**config.mk**
```make
export PLATFORM = sky130hd
export DESIGN_NAME = i3c2_job_scheduler_flat
export DESIGN_NICKNAME = d
export VERILOG_FILES = /design/src/rtl/i3c2_job_scheduler_if.sv /design/src/rtl/i3c2_job_scheduler.sv /design/src/flat_wrapper.sv
export SDC_FILE = /design/constraint.sdc
export NUM_CORES = 1
export LEC_CHECK = 0
export CAP_MARGIN = 40
export CORE_MARGIN = 2
export CORE_UTILIZATION = 30
export CTS_BUF_LIST = sky130_fd_sc_hd__clkbuf_8
export CTS_CLUSTER_SIZE = 10
export DETAILED_ROUTE_END_ITERATION = 7
export RECOVER_POWER = 100
export SLEW_MARGIN = 20
export SYNTH_ARGS = -nofsm -noshare
export SYNTH_HDL_FRONTEND = slang
export SYNTH_SLANG_ARGS = --single-unit
```
**constraint.sdc**
```tcl
create_clock -name clk -period 2.13 [get_ports clk]
set_input_delay 0.3195 -clock clk [delete_from_list [all_inputs] [get_ports clk]]
set_output_delay 0.3195 -clock clk [all_outputs]
set_load 0.01 [all_outputs]
```
**src/rtl/i3c2_job_scheduler_if.sv**
```systemverilog
// Requester and sequencer-flag bundle for the I2C job scheduler.
// The slave side is the scheduler; the master side drives requests and the sequencer flags.
interface i3c2_job_scheduler_if #(
    parameter int unsigned NREQ = 4
);
    logic [NREQ-1:0] req_i;
    logic [NREQ-1:0] done_o;
    logic [NREQ-1:0] err_o;
    logic            busy_o;
    logic [2:0]      grant_id_o;
    logic [15:0]     seq_inputs_o;
    logic [15:0]     seq_outputs_i;
    logic            seq_error_i;
    logic            timeout_sticky_o;
    logic            fault_o;
    logic            clear_i;

    modport master (
        output req_i, seq_outputs_i, seq_error_i, clear_i,
        input  done_o, err_o, busy_o, grant_id_o, seq_inputs_o,
        input  timeout_sticky_o, fault_o
    );

    modport slave (
        input  req_i, seq_outputs_i, seq_error_i, clear_i,
        output done_o, err_o, busy_o, grant_id_o, seq_inputs_o,
        output timeout_sticky_o, fault_o
    );
endinterface

```
**src/rtl/i3c2_job_scheduler.sv**
```systemverilog
// Round-robin scheduler sharing one I2C microcode sequencer between NREQ jobs,
// with a four-phase start/done flag handshake, per-job timeout and fault lockout.
module i3c2_job_scheduler #(
    parameter int unsigned NREQ           = 4,
    parameter int unsigned FLAG_BASE      = 0,
    parameter logic [23:0] TIMEOUT_CYCLES = 24'd10_000_000
) (
    input  logic                 clk,
    input  logic                 rst_n,
    i3c2_job_scheduler_if.slave  bus
);
    localparam logic [1:0] S_IDLE     = 2'd0;
    localparam logic [1:0] S_START    = 2'd1;
    localparam logic [1:0] S_RELEASE  = 2'd2;
    localparam logic [1:0] S_COMPLETE = 2'd3;
    localparam logic [2:0] LAST       = 3'(NREQ - 1);
    localparam logic       TMO_EN     = (TIMEOUT_CYCLES != 24'd0);

    logic [1:0]      state_q, state_d;
    logic [2:0]      rr_q, rr_d;
    logic [2:0]      grant_q, grant_d;
    logic [15:0]     start_q, start_d;
    logic [NREQ-1:0] done_q, done_d;
    logic [NREQ-1:0] err_q, err_d;
    logic [23:0]     tmo_q, tmo_d;
    logic            busy_q, busy_d;
    logic            sticky_q, sticky_d;
    logic            fault_q, fault_d;

    logic [NREQ-1:0] done_flags;
    logic [NREQ-1:0] elig;
    logic [NREQ-1:0] gmask;
    logic [2:0]      pick;
    logic [2:0]      rr_next;
    logic            found;
    logic            flag_g;
    logic            tmo_hit;

    assign done_flags = bus.seq_outputs_i[FLAG_BASE +: NREQ];
    // A job whose done pulse is still showing was just served; its request
    // has not yet had a chance to drop.
    assign elig    = bus.req_i & ~done_flags & ~done_q;
    assign gmask   = NREQ'(1) << grant_q;
    assign flag_g  = |(done_flags & gmask);
    assign rr_next = (grant_q == LAST) ? 3'd0 : grant_q + 3'd1;
    assign tmo_hit = TMO_EN && (tmo_q == 24'd1);

    always_comb begin
        int unsigned idx;
        idx   = 0;
        found = 1'b0;
        pick  = rr_q;
        for (int unsigned i = 0; i < NREQ; i++) begin
            idx = (32'(rr_q) + i) % NREQ;
            if (!found && ((elig >> idx) & NREQ'(1)) != '0) begin
                found = 1'b1;
                pick  = 3'(idx);
            end
        end
    end

    always_comb begin
        state_d  = state_q;
        rr_d     = rr_q;
        grant_d  = grant_q;
        start_d  = start_q;
        done_d   = '0;
        err_d    = '0;
        tmo_d    = tmo_q;
        sticky_d = sticky_q;
        fault_d  = fault_q;

        if (bus.clear_i) begin
            sticky_d = 1'b0;
            fault_d  = 1'b0;
        end
        if (bus.seq_error_i) fault_d = 1'b1;

        unique case (state_q)
            S_IDLE: begin
                if (found && !fault_q) begin
                    grant_d = pick;
                    start_d = 16'd1 << (FLAG_BASE + 32'(pick));
                    tmo_d   = TIMEOUT_CYCLES;
                    state_d = S_START;
                end
            end
            S_START, S_RELEASE: begin
                if (TMO_EN) tmo_d = tmo_q - 24'd1;
                // Timeout wins over a same-cycle handshake step and over clear_i.
                if (tmo_hit) begin
                    start_d  = '0;
                    done_d   = gmask;
                    err_d    = gmask;
                    sticky_d = 1'b1;
                    rr_d     = rr_next;
                    state_d  = S_IDLE;
                end else if (state_q == S_START && flag_g) begin
                    start_d = '0;
                    state_d = S_RELEASE;
                end else if (state_q == S_RELEASE && !flag_g) begin
                    done_d  = gmask;
                    state_d = S_COMPLETE;
                end
            end
            S_COMPLETE: begin
                rr_d    = rr_next;
                state_d = S_IDLE;
            end
            default: state_d = S_IDLE;
        endcase

        busy_d = (state_d != S_IDLE);
    end

    always_ff @(posedge clk or negedge rst_n) begin
        if (!rst_n) begin
            state_q  <= S_IDLE;
            rr_q     <= '0;
            grant_q  <= '0;
            start_q  <= '0;
            done_q   <= '0;
            err_q    <= '0;
            tmo_q    <= '0;
            busy_q   <= 1'b0;
            sticky_q <= 1'b0;
            fault_q  <= 1'b0;
        end else begin
            state_q  <= state_d;
            rr_q     <= rr_d;
            grant_q  <= grant_d;
            start_q  <= start_d;
            done_q   <= done_d;
            err_q    <= err_d;
            tmo_q    <= tmo_d;
            busy_q   <= busy_d;
            sticky_q <= sticky_d;
            fault_q  <= fault_d;
        end
    end

    assign bus.seq_inputs_o     = start_q;
    assign bus.done_o           = done_q;
    assign bus.err_o            = err_q;
    assign bus.busy_o           = busy_q;
    assign bus.grant_id_o       = grant_q;
    assign bus.timeout_sticky_o = sticky_q;
    assign bus.fault_o          = fault_q;
endmodule

```
**src/flat_wrapper.sv**
```systemverilog
// flat-port wrapper written by rule: the top's interface ports become plain ports
module i3c2_job_scheduler_flat 
#(
    parameter int unsigned NREQ           = 4,
    parameter int unsigned FLAG_BASE      = 0,
    parameter logic [23:0] TIMEOUT_CYCLES = 24'd10_000_000
)
  (clk, rst_n, bus_req_i, bus_seq_outputs_i, bus_seq_error_i, bus_clear_i, bus_done_o, bus_err_o, bus_busy_o, bus_grant_id_o, bus_seq_inputs_o, bus_timeout_sticky_o, bus_fault_o);
  i3c2_job_scheduler_if #(.NREQ(NREQ)) bus_i ();
  input  logic clk;
  input  logic rst_n;
  input wire logic [$bits(bus_i.req_i)-1:0] bus_req_i;
  input wire logic [$bits(bus_i.seq_outputs_i)-1:0] bus_seq_outputs_i;
  input wire logic [$bits(bus_i.seq_error_i)-1:0] bus_seq_error_i;
  input wire logic [$bits(bus_i.clear_i)-1:0] bus_clear_i;
  output wire logic [$bits(bus_i.done_o)-1:0] bus_done_o;
  output wire logic [$bits(bus_i.err_o)-1:0] bus_err_o;
  output wire logic [$bits(bus_i.busy_o)-1:0] bus_busy_o;
  output wire logic [$bits(bus_i.grant_id_o)-1:0] bus_grant_id_o;
  output wire logic [$bits(bus_i.seq_inputs_o)-1:0] bus_seq_inputs_o;
  output wire logic [$bits(bus_i.timeout_sticky_o)-1:0] bus_timeout_sticky_o;
  output wire logic [$bits(bus_i.fault_o)-1:0] bus_fault_o;
  assign bus_i.req_i = bus_req_i;
  assign bus_i.seq_outputs_i = bus_seq_outputs_i;
  assign bus_i.seq_error_i = bus_seq_error_i;
  assign bus_i.clear_i = bus_clear_i;
  assign bus_done_o = bus_i.done_o;
  assign bus_err_o = bus_i.err_o;
  assign bus_busy_o = bus_i.busy_o;
  assign bus_grant_id_o = bus_i.grant_id_o;
  assign bus_seq_inputs_o = bus_i.seq_inputs_o;
  assign bus_timeout_sticky_o = bus_i.timeout_sticky_o;
  assign bus_fault_o = bus_i.fault_o;
  i3c2_job_scheduler #(.NREQ(NREQ), .FLAG_BASE(FLAG_BASE), .TIMEOUT_CYCLES(TIMEOUT_CYCLES)) u_core (.clk(clk), .rst_n(rst_n), .bus(bus_i));
endmodule
```
After elaboration in Yosys (flattened, before gate mapping)
Index checks and enable logic that the tools add are counted.
W data, S select, Z words.
{ "op_classes": {"addsub": 5, "n_eq_ne": 8, "shift": 6, "n_mux": 33, "n_bitwise": 5, "reduce_logical": 22} }
{ "op_table": {"columns": ["op", "n"], "rows": [
  ["$mux W16", 3],
  ["$pmux W24 S2", 1],
  ["$pmux W16 S2", 1],
  ["$eq A24 B1 Y1 const B", 1],
  ["$mux W24", 1],
  ["$mux W4", 6],
  ["$sub A24 B1 Y24 const B", 1],
  ["$mux W3", 6],
  ["$shl A1 B3 Y16 const A", 1],
  ["$shr A4 B2 Y1", 4],
  ["$and A4 B4 Y4", 3],
  ["$mux W1", 9],
  ["$mux W2", 4],
  ["$not A4 Y4", 2],
  ["$reduce_bool A2 Y1", 4],
  ["$logic_and A1 B1 Y1", 6],
  ["$pmux W2 S3", 1],
  ["$pmux W3 S2", 1],
  ["$reduce_and A2 Y1", 3],
  ["$logic_not A1 Y1", 5],
  ["$add A2 B2 Y2 const B", 2],
  ["$eq A2 B2 Y1 const B", 2],
  ["$ne A2 B1 Y1 const B", 2],
  ["$reduce_or A4 Y1", 1],
  ["9 further kinds", 9]
]} }
{ "word_totals": {"regBits": 59, "out_inout_bits": 30, "word_cells": 89} }

Longest topological paths before layout
Gate-level depths: netlist of the first run.
{ "depth": {"word_depth": 18, "ltp_mapped": 9, "mapped_depth_nobuf": 7} }

Worst setup path after synthesis of the first run
OpenSTA, ideal clock, no wires.
{ "synth_timing": {"path_type": "register -> register", "startpoint": "register u_core.state_q[0]", "endpoint": "register u_core.tmo_q[19]", "setup_ns": 0.129, "t_arrival_ns": 1.994, "setup_slack_ns": 0.007, "path_stages_with_launch": 10, "n_path_buf": 3, "period_less_slack_ns": 2.123, "cell_sequence": "dfrtp_1 -> inv_1 -> ha_1 -> buf_2 -> nand2b_1 -> buf_12 -> buf_1 -> a2111oi_2 -> xnor2_1 -> nand2_1"} }
{ "synth_between": {"elab_chain_cells": 4, "elab_cells_between_ends": 8, "classes_between": "3 x eq/ne; 1 x mux; 4 x reduce/logical"} }
{ "synth_rtl": {"columns": ["item", "line_no", "rtl"], "rows": [
  ["from (decl)", "i3c2_job_scheduler.sv:19", "logic [1:0] state_q, state_d;"],
  ["from (signal assigned)", "i3c2_job_scheduler.sv:129", "state_q <= state_d;"],
  ["$eq A2 B2 Y1 / $eq A2 B1 Y1 (equally long branches)", "i3c2_job_scheduler.sv:79", "unique case (state_q)"],
  ["$reduce_or A2 Y1", "i3c2_job_scheduler.sv:79", null],
  ["$reduce_bool A2 Y1 (no source line)", null, null],
  ["$reduce_and A2 Y1 (no source line)", null, null],
  ["to (signal assigned)", "i3c2_job_scheduler.sv:135", "tmo_q <= tmo_d;"],
  ["to (decl)", "i3c2_job_scheduler.sv:25", "logic [23:0] tmo_q, tmo_d;"]
]} }
Parallel ways exist; a longest one is shown, timed or not.
A chain may end at the register's enable or synchronous reset.

Worst setup path in the final report of the first run
{ "layout_timing": {"startpoint": "register u_core.tmo_q[8]", "endpoint": "register u_core.tmo_q[15]"} }
{ "layout_between": {"elab_chain_cells": 2} }
{ "layout_rtl": {"columns": ["item", "line_no", "rtl"], "rows": [
  ["$sub A24 B1 Y24", "i3c2_job_scheduler.sv:89", "if (TMO_EN) tmo_d = tmo_q - 24'd1;"],
  ["$pmux W24 S2", "i3c2_job_scheduler.sv:79", null]
]} }
No other way between the ends.

==> impl_metrics.tcl, run 1 <==
set metrics [dict create \
    final_common_cell "dfrtp_1" \
    vias_per_cell 5.02 \
    dp_cells 519 \
    finalHoldViolations 0 \
    grt.met3_usage 0.0219 \
    peakVddDrop_mv 0.389 \
    p_clk_frac 0.159 \
    grt_start_max_net_pins 43 \
    port-buffer-count 33 \
    power_switching_mw 1.75 \
    yosysWarningCount 0 \
    mostFrequentLayoutCells "dfrtp_1, buf_4, dlygate4sd3_1" \
    maxCapViolCount 0 \
    fin_worst_skew_ns 0.0125 \
    routedWlPerCell_um 14.5 \
    leakagePower_nw 1.70 \
    grtUsageTotal 0.139 \
    status "finished clean" \
    setup_viol 0 \
    clockRootBuffer "clkbuf_8" \
    drv_slew 0 \
    synth_top_area_frac 0.403 \
    path_class "reg -> reg" \
    worstMarginPinSlew_ns 0.614 \
    critPathArrivalTime_ns 2.25 \
    io_pins 54 \
    max_slew_margin 0.591 \
    cts_setup_buffers 0 \
    ctsLongestPathBuffers 2 \
    rows 37 \
    p_comb_frac 0.526 \
    dp_hpwl_um 5710 \
    internal_power_mw 2.51 \
    ys.flop_type "dfrtp_1" \
    worstPathRequired_ns 2.34 \
    fp.dieH_um 107 \
    clk_latency_ns 0.32 \
    fp.dieArea_um2 11400 \
    dr_total_vias 2646 \
    synth_edf_count 0 \
    synth_async_sr_flop_share 1.00 \
    grt_pass1_vias 2645 \
    ys_types 68 \
    gp_congestion 0.849 \
    drive_above_1_share 0.233 \
    synth.avg_cell_area_um2 10.3 \
    grt_pass1_wl_um 12800 \
    first_iter_violations 99 \
    clock_sinks 51 \
    p_per_area_nw_per_um2 1040 \
    busiest_layer "met2" \
    fp.coreArea_um2 10300 \
    holdWs_ns 0.498 \
    yosys.area.top_type "dfrtp_1" \
    cts_tree "yes" \
    die_w_um 107 \
    fin_crit_ns 2.04 \
    met2_usage 0.252 \
    yosysSeqAreaShare 0.403 \
    critPathLaunchType "flip-flop" \
    antenna_cells 0 \
    htreeDepth 2 \
    route.detailed.drc 0 \
    drtAntennaViolNets 0 \
    stdcell_count 527 \
    initial_core_util 0.308 \
    drt_first_pass_iters 4 \
    end_kind "flip-flop" \
    routed_wl_um 7630 \
    p_sw_frac 0.412 \
    critPathMaxFanout 7 \
    area_growth_pct 29.6 \
    clk_pin_slew_ns 0.10 \
    cts_made_buffers 5 \
    synthCells 307 \
    seqPwrFrac 0.315 \
    fin_crit_sh 0.958 \
    use_met1 0.175 \
    hold_class "reg -> reg" \
    gr-total-overflow 0 \
    max_freq_mhz 490 \
    antenna_found_initial 0 \
    yosys-top-cells-area "dfrtp_1, xnor2_1, ha_1, a2111oi_2, a2111oi_4" \
    synth.ff_latch_count 51 \
    final_nets 426 \
    synth_area_um2 3170 \
]
stage by stage:
stage	util	setup WS (ns)	instance area [um^2]	TNS [ns]	power (mW)
final	0.400	0.0898	4110	0	4.26
after global routing	0.400	-0.0225	4110	-0.0650	4.56
after CTS	0.402	0.0360	4130	0	4.31
after detailed placement	0.389	-0.169	4000	-3.29	3.60
after global placement	0.389	-0.163	4000	-2.82	3.55
after floorplan	-	0.00657	3200	0	2.70
final timing paths:
check                                           start                         end  slack (ns)  cells past startpoint
max                                   u_core.tmo_q[8]            u_core.tmo_q[15]        0.09                      5
min                        u_core.bus.seq_inputs_o[1]  u_core.bus.seq_inputs_o[1]        0.50                      1
max reg2reg                           u_core.tmo_q[8]            u_core.tmo_q[15]        0.09                      5
min reg2reg                u_core.bus.seq_inputs_o[1]  u_core.bus.seq_inputs_o[1]        0.50                      1
max in group asynchronous                       rst_n    u_core.bus.grant_id_o[2]        0.53                      3
min in group asynchronous                       rst_n          u_core.bus.fault_o        0.51                      2
area by class of cell:
cell class                 count  area (um^2)
fill                        1054         6170
multi-input combinational    228         1750
sequential                    51         1280
timing repair buffer          90          752
tap                          136          170
clock buffer                   5         68.8
inverter                      15         56.3
clock inverter                 2         37.5
worst max-delay path, cell delays in order (launching register included):
cell and delay, ns:
dfrtp_1 0.49, nor4_4 0.43, nand4_1 0.34, a2111oi_2 0.46, xnor2_1 0.16, nand2_1 0.07
state kept, by name, indices dropped and copies added, names as in the netlist, 2 cells and up:
signal and count:
u_core.bus.done_o 4, u_core.bus.err_o 4, u_core.bus.grant_id_o 3, u_core.bus.seq_inputs_o 8, u_core.rr_q 3, u_core.state_q 2
u_core.tmo_q 24
routing by layer:
metal	vias up	part of all wire
met5	-	0
met4	0	0.0076
met3	4	0.041
met2	51	0.50
met1	1305	0.45
li1	1286	-
cells by family after synthesis:
logic type,synth area share
adders and majority gates,0.0434
xor gates and xnor gates,0.0442
buffers and inverters,0.0640
other,0.00118
and+or+nand+nor,0.200
DFF,0.403
muxes,0.0241
AOI/OAI and AO/OA,0.220
synthesized netlist by cell type (all sizes together), types with 6 or more instances:
cell / instances
xnor2: 16
and3: 6
nor4: 7
buf: 16
a2111oi: 12
nor3b: 6
nand2: 22
nor3: 6
nor2: 18
o21ai: 15
dfrtp: 51
inv: 15
a21oi: 12
nand3: 13
ha: 11
power by group through the flow:
stage	clock network, mW	registers, mW	logic [mW]
floorplan	0	1.37	1.33
global placement	0	1.35	2.20
detailed placement	0	1.36	2.25
CTS	0.695	1.34	2.27
global route	0.734	1.37	2.46
finish	0.677	1.34	2.24
timing repair:
item | CTS | global route
pin swaps | 0 | 1
hold buffers | 1 | 0
gates cloned | 0 | 0
endpoints found under the setup margin | 1 | 7
resized for setup | 1 | 9
endpoints found under the hold margin | 9 | 0
No activity file was read; power rests on OpenSTA's default activity.
==> inputs of run 2 (changes only) <==
--- a/config.mk
+++ b/config.mk
@@ -8,7 +8,6 @@
 export CAP_MARGIN = 40
 export CORE_MARGIN = 2
 export CORE_UTILIZATION = 30
-export CTS_BUF_LIST = sky130_fd_sc_hd__clkbuf_8
 export CTS_CLUSTER_SIZE = 10
 export DETAILED_ROUTE_END_ITERATION = 7
 export RECOVER_POWER = 100
==> results of run 2 <==
The final DEF is identical to that of run 1; final timing and power are the same.
